==> config.mk <==
export PLATFORM = sky130hd
export DESIGN_NAME = ofifo_drain_ctrl
export DESIGN_NICKNAME = d
export VERILOG_FILES = /design/src/rtl/ofifo_drain_ctrl.sv
export SDC_FILE = /design/constraint.sdc
export NUM_CORES = 1
export LEC_CHECK = 0
export BUFFER_PORTS_ARGS = -buffer_cell sky130_fd_sc_hd__buf_2
export CAP_MARGIN = 15
export CELL_PAD_IN_SITES_DETAIL_PLACEMENT = 0
export CELL_PAD_IN_SITES_GLOBAL_PLACEMENT = 1
export CORE_UTILIZATION = 42
export CTS_BUF_LIST = sky130_fd_sc_hd__clkbuf_16
export CTS_CLUSTER_SIZE = 20
export DETAILED_ROUTE_END_ITERATION = 12
export PLACE_DENSITY = 0.9
export RECOVER_POWER = 25
export SLEW_MARGIN = 20
export SYNTH_ARGS = -nofsm -noshare
export SYNTH_HDL_FRONTEND = slang
export SYNTH_SLANG_ARGS = --single-unit
==> constraint.sdc <==
create_clock -name clk -period 3.53 [get_ports clk]
set_input_delay 0.353 -clock clk [delete_from_list [all_inputs] [get_ports clk]]
set_output_delay 0.353 -clock clk [all_outputs]
set_load 0.01 [all_outputs]
==> src/rtl/ofifo_drain_ctrl.sv <==
// ofifo_drain_ctrl: drains the column output FIFO bank into the psum SRAM.
// Build option: OFIFO_DRAIN_RELU_EN clamps negative column fields to zero.
module ofifo_drain_ctrl #(
  parameter int col    = 8,
  parameter int bw     = 4,
  parameter int AW     = 11,
  parameter int SETTLE = 2
) (
  input  logic              clk,
  input  logic              reset,
  input  logic              start,
  input  logic [AW:0]       num_rows,
  input  logic [AW-1:0]     base_addr,
  output logic              busy,
  output logic              done,
  input  logic              ofifo_valid,
  output logic              ofifo_rd,
  input  logic [col*bw-1:0] ofifo_out,
  output logic              mem_wr,
  output logic [AW-1:0]     mem_addr,
  output logic [col*bw-1:0] mem_din,
  input  logic              mem_ready
);

  localparam int DW = col * bw;

  localparam logic [2:0] SETTLE_LAST = 3'(SETTLE - 1);
  localparam logic [AW:0] LAST_ROW = (AW + 1)'(1);

  typedef enum logic [2:0] {
    IDLE,
    WAIT,
    POP,
    SETTLE_ST,
    WRITE,
    DONE
  } state_t;

  state_t            state;
  logic [AW:0]       remaining;
  logic [AW-1:0]     addr_q;
  logic [2:0]        settle_cnt;
  logic [DW-1:0]     data_q;

  // Row shaping applied at capture time; identity unless ReLU is built in.
  function automatic logic [DW-1:0] shape_row(input logic [DW-1:0] row);
    logic [DW-1:0] r;
    r = row;
`ifdef OFIFO_DRAIN_RELU_EN
    for (int i = 0; i < col; i++) begin
      if (row[i*bw+bw-1]) r[i*bw +: bw] = '0;
    end
`else
`endif
    return r;
  endfunction

  // Drain sequencer: wait for a full row, pop it, let the bank settle,
  // then hold the SRAM write until it is accepted.
  always_ff @(posedge clk) begin
    if (reset) begin
      state      <= IDLE;
      busy       <= 1'b0;
      done       <= 1'b0;
      ofifo_rd   <= 1'b0;
      mem_wr     <= 1'b0;
      mem_addr   <= '0;
      mem_din    <= '0;
      remaining  <= '0;
      addr_q     <= '0;
      settle_cnt <= '0;
      data_q     <= '0;
    end else begin
      ofifo_rd <= 1'b0;
      done     <= 1'b0;
      unique case (state)
        IDLE: begin
          // done is high here for one cycle; a start alongside it is dropped
          if (start && !done) begin
            if (num_rows == '0) begin
              state <= DONE;
            end else begin
              remaining <= num_rows;
              addr_q    <= base_addr;
              busy      <= 1'b1;
              state     <= WAIT;
            end
          end
        end
        WAIT: begin
          if (ofifo_valid) begin
            ofifo_rd <= 1'b1;
            state    <= POP;
          end
        end
        POP: begin
          // head row is still presented while the pop strobe is high
          data_q     <= shape_row(ofifo_out);
          settle_cnt <= '0;
          state      <= SETTLE_ST;
        end
        SETTLE_ST: begin
          if (settle_cnt == SETTLE_LAST) begin
            mem_wr   <= 1'b1;
            mem_addr <= addr_q;
            mem_din  <= data_q;
            state    <= WRITE;
          end else begin
            settle_cnt <= settle_cnt + 3'd1;
          end
        end
        WRITE: begin
          if (mem_ready) begin
            mem_wr    <= 1'b0;
            addr_q    <= addr_q + 1'b1;
            remaining <= remaining - 1'b1;
            state     <= (remaining == LAST_ROW) ? DONE : WAIT;
          end
        end
        DONE: begin
          done  <= 1'b1;
          busy  <= 1'b0;
          state <= IDLE;
        end
        default: state <= IDLE;
      endcase
    end
  end

endmodule

==> results.yml, run 1 <==
timing:
  tns_ps: 0
  fin_ws_ps: 1190
  finalHoldViolations: 0
  finalCriticalPeriod_ps: 2340
  setup_viol: 0
  hold_ws_ps: 226
  slew_viol_final: 0
  skew_ps: 6.25
  rsz0062_at_grt: "false"
  period_share_pct: 66.2
  fmax_mhz: 428
  relSlewSlack_pct: 39.8
  worst_pin_slew_ps: 904
clocking:
  cts_buffers: 9
  cts.sinks: 108
  cts_tree: "done"
  cts_resized: 0
  clk_pin_slew_ps: 80
  cts_setup_buffers: 0
  clockBufferDepth: 2
  postCtsHoldBufs: 0
  cts_root_buffer: "clkbuf_16"
  htreeDepth: 3
  clk_latency_ps: 360
pwr:
  finalPower_mw: 2.88
  power_density_nw_per_um2: 524
  ir_drop_mv: 0.458
  leakage_nw: 2.00
routing:
  viasPerCell: 5.37
  drt_iter0_markers: 313
  first_pass_iters: 4
  drt_wl_total_um: 11600
  drc: 0
  vias: 4335
  avgRoutedWirePerCell_um: 14.4
  ant_nets: 0
global_route:
  grt_use_total_pct: 20.6
  grt_pass1_wl_um: 18800
  grt_antenna_before_repair: 0
  grt_max_degree: 56
  grt.overflow.total: 0
  grt_pass1_vias: 3943
final_layout:
  seq_area_sq_um: 2160
  utilization_pct: 50.7
  mostFrequentLayoutCells: "nand2_1, dfxtp_1, a21oi_1"
  multi_input_area_sq_um: 2280
  num_antenna_cells: 0
  nNetsFinal: 727
  final_common_cell: "nand2_1"
  areaGrowthSynthToFinish_pct: 17.3
  fillers: 1073
  final_layout_size_suffix_gt1_share_pct: 16.0
critical_path:
  end_kind: "flop"
  criticalPathCategory: "reg2reg"
  cp-start-kind: "flop"
  rr_worst_depth: 5
  critical_path_arrival_ps: 2560
  required_ps: 3750
  r2r_start: "state[2]$_SDFFE_PP0P_"
  critPathMaxFanout: 35
  r2r_end: "remaining[9]$_SDFFE_PP0P_"
  rrSetupSlack_ps: 1190
worst_hold_path:
  hold_class: "in2reg"
  hp-start: "ofifo_out[1]"
  hold_path_end: "data_q[1]$_SDFFE_PP0P_"
  holdPathStages: 3
floorplan:
  chipWidth_um: 108
  rows: 38
  ios: 107
  core-area_sq_um: 10800
  initial_core_util_pct: 43.2
  fp.dieH_um: 108
  dieArea_sq_um: 11600
placement:
  portBuffers: 106
  gp_congestion: 0.825
  hpwl_um: 7460
  place_ws_ps: 1070
synth:
  ys_seq_area_share_pct: 46.2
  synth_enable_flop_cells: 0
  syn_area_sq_um: 4680
  synthFlopType: "dfxtp_1"
  avgSynthCellArea_sq_um: 7.99
  ys_ff_latch: 108
  syn_inst: 586
  yosys_warnings: 0
  synth_fp_nets: 651
  synthArstFlopShare_pct: 0
  yosysUniqueCellTypes: 52
run:
  cap_violations: 0
outcome:
  status: "finished, final reports clean"
flip-flops by register name, summed over array words and instances (netlist names):
register,flops
mem_addr,11
remaining,12
addr_q,11
mem_din,32
state,3
ofifo_rd,1
mem_wr,1
data_q,32
done,1
busy,1
settle_cnt,3
cells in the mapped netlist, types with 4 or more instances:
master,instances,area (sq um)
nor3_1,10,50.1
nor2_1,25,93.8
dfxtp_1,108,2160
ha_1,5,62.6
nand3_1,4,20.0
nor4_1,4,25.0
nand2_1,165,619
o31ai_1,15,113
a21oi_1,92,460
and3_1,5,31.3
a31oi_1,12,75.1
nand2b_1,4,25.0
inv_1,10,37.5
o311ai_1,14,123
buf_2,18,90.1
clkbuf_1,25,93.8
and2_1,11,68.8
metal layers:
metal | track usage (%) | vias to the layer above | wire length [um]
met3 | 6.90 | 11 | 836
met1 | 26.2 | 2008 | 5260
met2 | 33.2 | 125 | 5430
met5 | 0 | - | 0
met4 | 5.77 | 0 | 118
li1 | - | 2191 | -
power by group:
| part | total [mW] | leakage [nW] | switching (mW) | internal (mW) |
|---|---|---|---|---|
| registers | 1.39 | 0.876 | 0.0908 | 1.30 |
| logic | 0.422 | 0.969 | 0.263 | 0.159 |
| clock network | 1.07 | 0.155 | 0.496 | 0.570 |
how the worst max path moves through the flow:
stage | start | to | depth (start not counted)
after detailed placement | state[2]$_SDFFE_PP0P_ | remaining[9]$_SDFFE_PP0P_ | 5
after floorplan | num_rows[6] | addr_q[7]$_SDFFE_PP0P_ | 5
after global placement | state[2]$_SDFFE_PP0P_ | remaining[9]$_SDFFE_PP0P_ | 5
after global routing | state[2]$_SDFFE_PP0P_ | remaining[10]$_SDFFE_PP0P_ | 5
final | state[2]$_SDFFE_PP0P_ | remaining[9]$_SDFFE_PP0P_ | 5
after CTS | state[2]$_SDFFE_PP0P_ | remaining[9]$_SDFFE_PP0P_ | 5
metrics by stage:
| step | std cells | area, sq um |
|---|---|---|
| after global routing | 807 | 5490 |
| after global placement | 791 | 5230 |
| after CTS | 807 | 5540 |
| final | 807 | 5490 |
| after detailed placement | 791 | 5230 |
| after floorplan | 586 | 4680 |
layout make-up:
| cell class | count | area share (%) |
|---|---|---|
| flip-flops and latches | 108 | 39.4 |
| inverters | 10 | 0.684 |
| repair buffers | 111 | 9.55 |
| clock inverters | 7 | 1.59 |
| multi-input cells | 422 | 41.5 |
| well taps | 140 | 3.19 |
| clock buffers | 9 | 4.10 |
worst max-delay path, cell delays in order (launching register included):
cell     delay [ps]
dfxtp_1         700
or3b_2          810
buf_4           300
and2_1          160
a31oi_1         150
o31ai_1          80
cells by family after synthesis:
group | synth area share (%)
adders and majority gates | 1.34
buffers and inverters | 5.37
DFF | 46.2
AOI/OAI and AO/OA | 21.4
and+or+nand+nor | 24.4
xor gates and xnor gates | 0.187
muxes | 1.12
Power figures use the tool's default switching activity.
==> inputs of run 2 (changes only) <==
--- a/config.mk
+++ b/config.mk
@@ -5,15 +5,16 @@
 export SDC_FILE = /design/constraint.sdc
 export NUM_CORES = 1
 export LEC_CHECK = 0
+export ABC_AREA = 1
 export BUFFER_PORTS_ARGS = -buffer_cell sky130_fd_sc_hd__buf_2
 export CAP_MARGIN = 15
 export CELL_PAD_IN_SITES_DETAIL_PLACEMENT = 0
 export CELL_PAD_IN_SITES_GLOBAL_PLACEMENT = 1
-export CORE_UTILIZATION = 42
+export CORE_UTILIZATION = 34
 export CTS_BUF_LIST = sky130_fd_sc_hd__clkbuf_16
 export CTS_CLUSTER_SIZE = 20
 export DETAILED_ROUTE_END_ITERATION = 12
-export PLACE_DENSITY = 0.9
+export PLACE_DENSITY = 0.81
 export RECOVER_POWER = 25
 export SLEW_MARGIN = 20
 export SYNTH_ARGS = -nofsm -noshare
==> constraint.sdc (replaced) <==
create_clock -name clk -period 2 [get_ports clk]
set_input_delay 0.2 -clock clk [delete_from_list [all_inputs] [get_ports clk]]
set_output_delay 0.2 -clock clk [all_outputs]
set_load 0.01 [all_outputs]
==> results.yml, run 2 <==
floorplan:
  core-area_sq_um: 13300
  initial_core_util_pct: 35.0
  ios: 107
  chipWidth_um: 119
  dieArea_sq_um: 14100
  fp.dieH_um: 119
  rows: 42
placement:
  portBuffers: 106
  hpwl_um: 8360
  gp_congestion: 0.874
pwr:
  leakage_nw: 2.36
  p_clk_share_pct: 33.3
  finalPower_mw: 4.88
  pwr-share-comb_pct: 17.1
  p_sw_mw: 1.43
  pwr-share-seq_pct: 49.6
  ir_drop_mv: 0.452
  power_density_nw_per_um2: 882
  intPower_mw: 3.45
  swShare_pct: 29.2
synth:
  synthFlopType: "dfxtp_1"
  synth_enable_flop_cells: 0
  synthArstFlopShare_pct: 0
  synth_area_leaders: "dfxtp_1, nor2_1, o21ai_0"
  synthTopCellsByCount: "nor2_1, dfxtp_1, o21ai_0"
  avgSynthCellArea_sq_um: 6.99
  yosysTopAreaCellShare_pct: 46.5
  ys_ff_latch: 108
  synth_top_area_cell: "dfxtp_1"
  yosys_warnings: 0
  synth.most_common_cell: "nor2_1"
  syn_area_sq_um: 4650
  yosysUniqueCellTypes: 36
  ys_seq_area_share_pct: 46.5
  syn_inst: 665
  synth_fp_nets: 730
global_route:
  grt_use_total_pct: 16.8
  grt_antenna_before_repair: 0
  grt_pass1_wl_um: 19000
  grt_pass1_vias: 3942
  grt.overflow.total: 0
  grt_max_degree: 53
critical_path:
  r2r_end: "addr_q[9]$_SDFFE_PP0P_"
  rr_worst_depth: 10
  critPathMaxStageDelay_ps: 340
  worstSetupEndpoint: "addr_q[9]$_SDFFE_PP0P_"
  slowest_stage: "dfxtp_1"
  crit_chain: "inv_1, nand2_2, nor2_4, nand2_1, o21ai_4, nand2_4, inv_4, nor2_1, nor2_1, nor2_1"
  r2r_start: "state[1]$_SDFFE_PP0P_"
  crit_top_cell: "nor2_1"
  worstSetupStartpoint: "state[1]$_SDFFE_PP0P_"
  rrSetupSlack_ps: 280
  required_ps: 2240
  cp-start-kind: "flop"
  critical_path_arrival_ps: 1950
  end_kind: "flop"
  critPathMaxFanout: 22
  criticalPathCategory: "reg2reg"
timing:
  skew_ps: 6.17
  finalCriticalPeriod_ps: 1720
  period_share_pct: 85.9
  worst_pin_slew_ps: 1040
  finalHoldViolations: 0
  rsz0062_at_grt: "false"
  setup_viol: 0
  slew_viol_final: 0
  relSlewSlack_pct: 30.4
  tns_ps: 0
  hold_ws_ps: 105
  fmax_mhz: 582
routing:
  drt_iter0_markers: 265
  viasPerCell: 4.71
  drc: 0
  vias: 4423
  first_pass_iters: 5
  avgRoutedWirePerCell_um: 12.5
  ant_nets: 0
  drt_wl_total_um: 11700
final_layout:
  top_regs: "data_q (32), mem_din (32), remaining (12)"
  areaGrowthSynthToFinish_pct: 19.1
  num_antenna_cells: 0
  final_common_cell: "nor2_1"
  mostFrequentLayoutCells: "nor2_1, dfxtp_1, o21ai_0"
  nNetsFinal: 823
  final_layout_size_suffix_gt1_share_pct: 14.0
outcome:
  status: "finished, final reports clean"
clocking:
  cts_resized: 0
  cts_setup_buffers: 0
  clk_latency_ps: 340
  cts_tree: "done"
  cts_buffers: 9
  cts_root_buffer: "clkbuf_16"
  clockBufferDepth: 2
  postCtsHoldBufs: 0
  clk_pin_slew_ps: 70
  cts.sinks: 108
  htreeDepth: 3
run:
  cap_violations: 0
worst_hold_path:
  hp-start: "ofifo_out[27]"
  hold_class: "in2reg"
==> run 2: cell count changes after synthesis, sizes merged, moves of 6 or more <==
cell | before | now
a21oi | 92 | 33
a31oi | 12 | 1
and2 | 11 | 3
clkbuf | 25 | 18
inv | 10 | 41
nand2 | 166 | 95
nand3 | 4 | 31
nor2 | 25 | 198
nor3 | 12 | 1
nor4 | 6 | 0
o21ai | 4 | 100
o311ai | 14 | 0
o31ai | 16 | 1
==> run 2: cell families (layout without fill, tap and decap cells) <==
kind of cell,count (synthesis),count (layout),share of synthesized area (%)
AOI/OAI and AO/OA,143,143,16.3
adders and majority gates,5,5,1.35
buffers and inverters,75,173,6.92
DFF,108,108,46.5
and+or+nand+nor,334,334,28.9
==> run 2: worst min-delay path by stage <==
stage | end | cells past startpoint | slack (ps)
global route | ofifo_rd$_SDFF_PP0_ | 3 | 90
floorplan | ofifo_rd$_SDFF_PP0_ | 2 | 330
CTS | ofifo_rd$_SDFF_PP0_ | 3 | 90
detailed placement | data_q[31]$_SDFFE_PP0P_ | 3 | 460
global placement | data_q[23]$_SDFFE_PP0P_ | 3 | 450
finish | data_q[27]$_SDFFE_PP0P_ | 3 | 100
==> run 2: critical path: cells and delay by family (launching register included) <==
family | cells | cell delay (ps)
DFF | 1 | 340
and+or+nand+nor | 7 | 770
AOI/OAI and AO/OA | 1 | 160
buffers and inverters | 2 | 350
==> run 2: power groups by stage <==
stage	clock network (mW)	logic [mW]	registers (mW)
after floorplan	0	0.631	2.45
after global placement	0	0.823	2.46
after detailed placement	0	0.838	2.47
after CTS	1.68	0.842	2.42
after global routing	1.78	0.959	2.44
final	1.63	0.833	2.42
==> run 2: routing by layer <==
layer	track usage (%)	share of wire [%]	wire, um
met5	0	0	0
met4	4.67	1.0	122
met3	4.84	4.6	543
met2	27.4	47	5520
met1	21.6	47	5510
==> run 2: final cells by class <==
cell class | instances | area, sq um
flip-flops and latches | 108 | 2160
inverters | 41 | 156
well taps | 176 | 220
clock buffers | 9 | 225
repair buffers | 116 | 561
clock inverters | 7 | 45.0
multi-input cells | 482 | 2160
fillers | 1437 | 7760
==> run 2: per-stage QoR <==
| stage | utilization [%] | area [sq um] | cells | setup slack (ps) |
|---|---|---|---|---|
| 2_1_floorplan | - | 4650 | 665 | 633 |
| 3_3_place_gp | 39.9 | 5310 | 923 | 334 |
| 3_5_place_dp | 39.9 | 5310 | 923 | 292 |
| 4_1_cts | 42.0 | 5580 | 939 | 284 |
| 5_1_grt | 41.6 | 5530 | 939 | 108 |
| 6_report | 41.6 | 5530 | 939 | 282 |
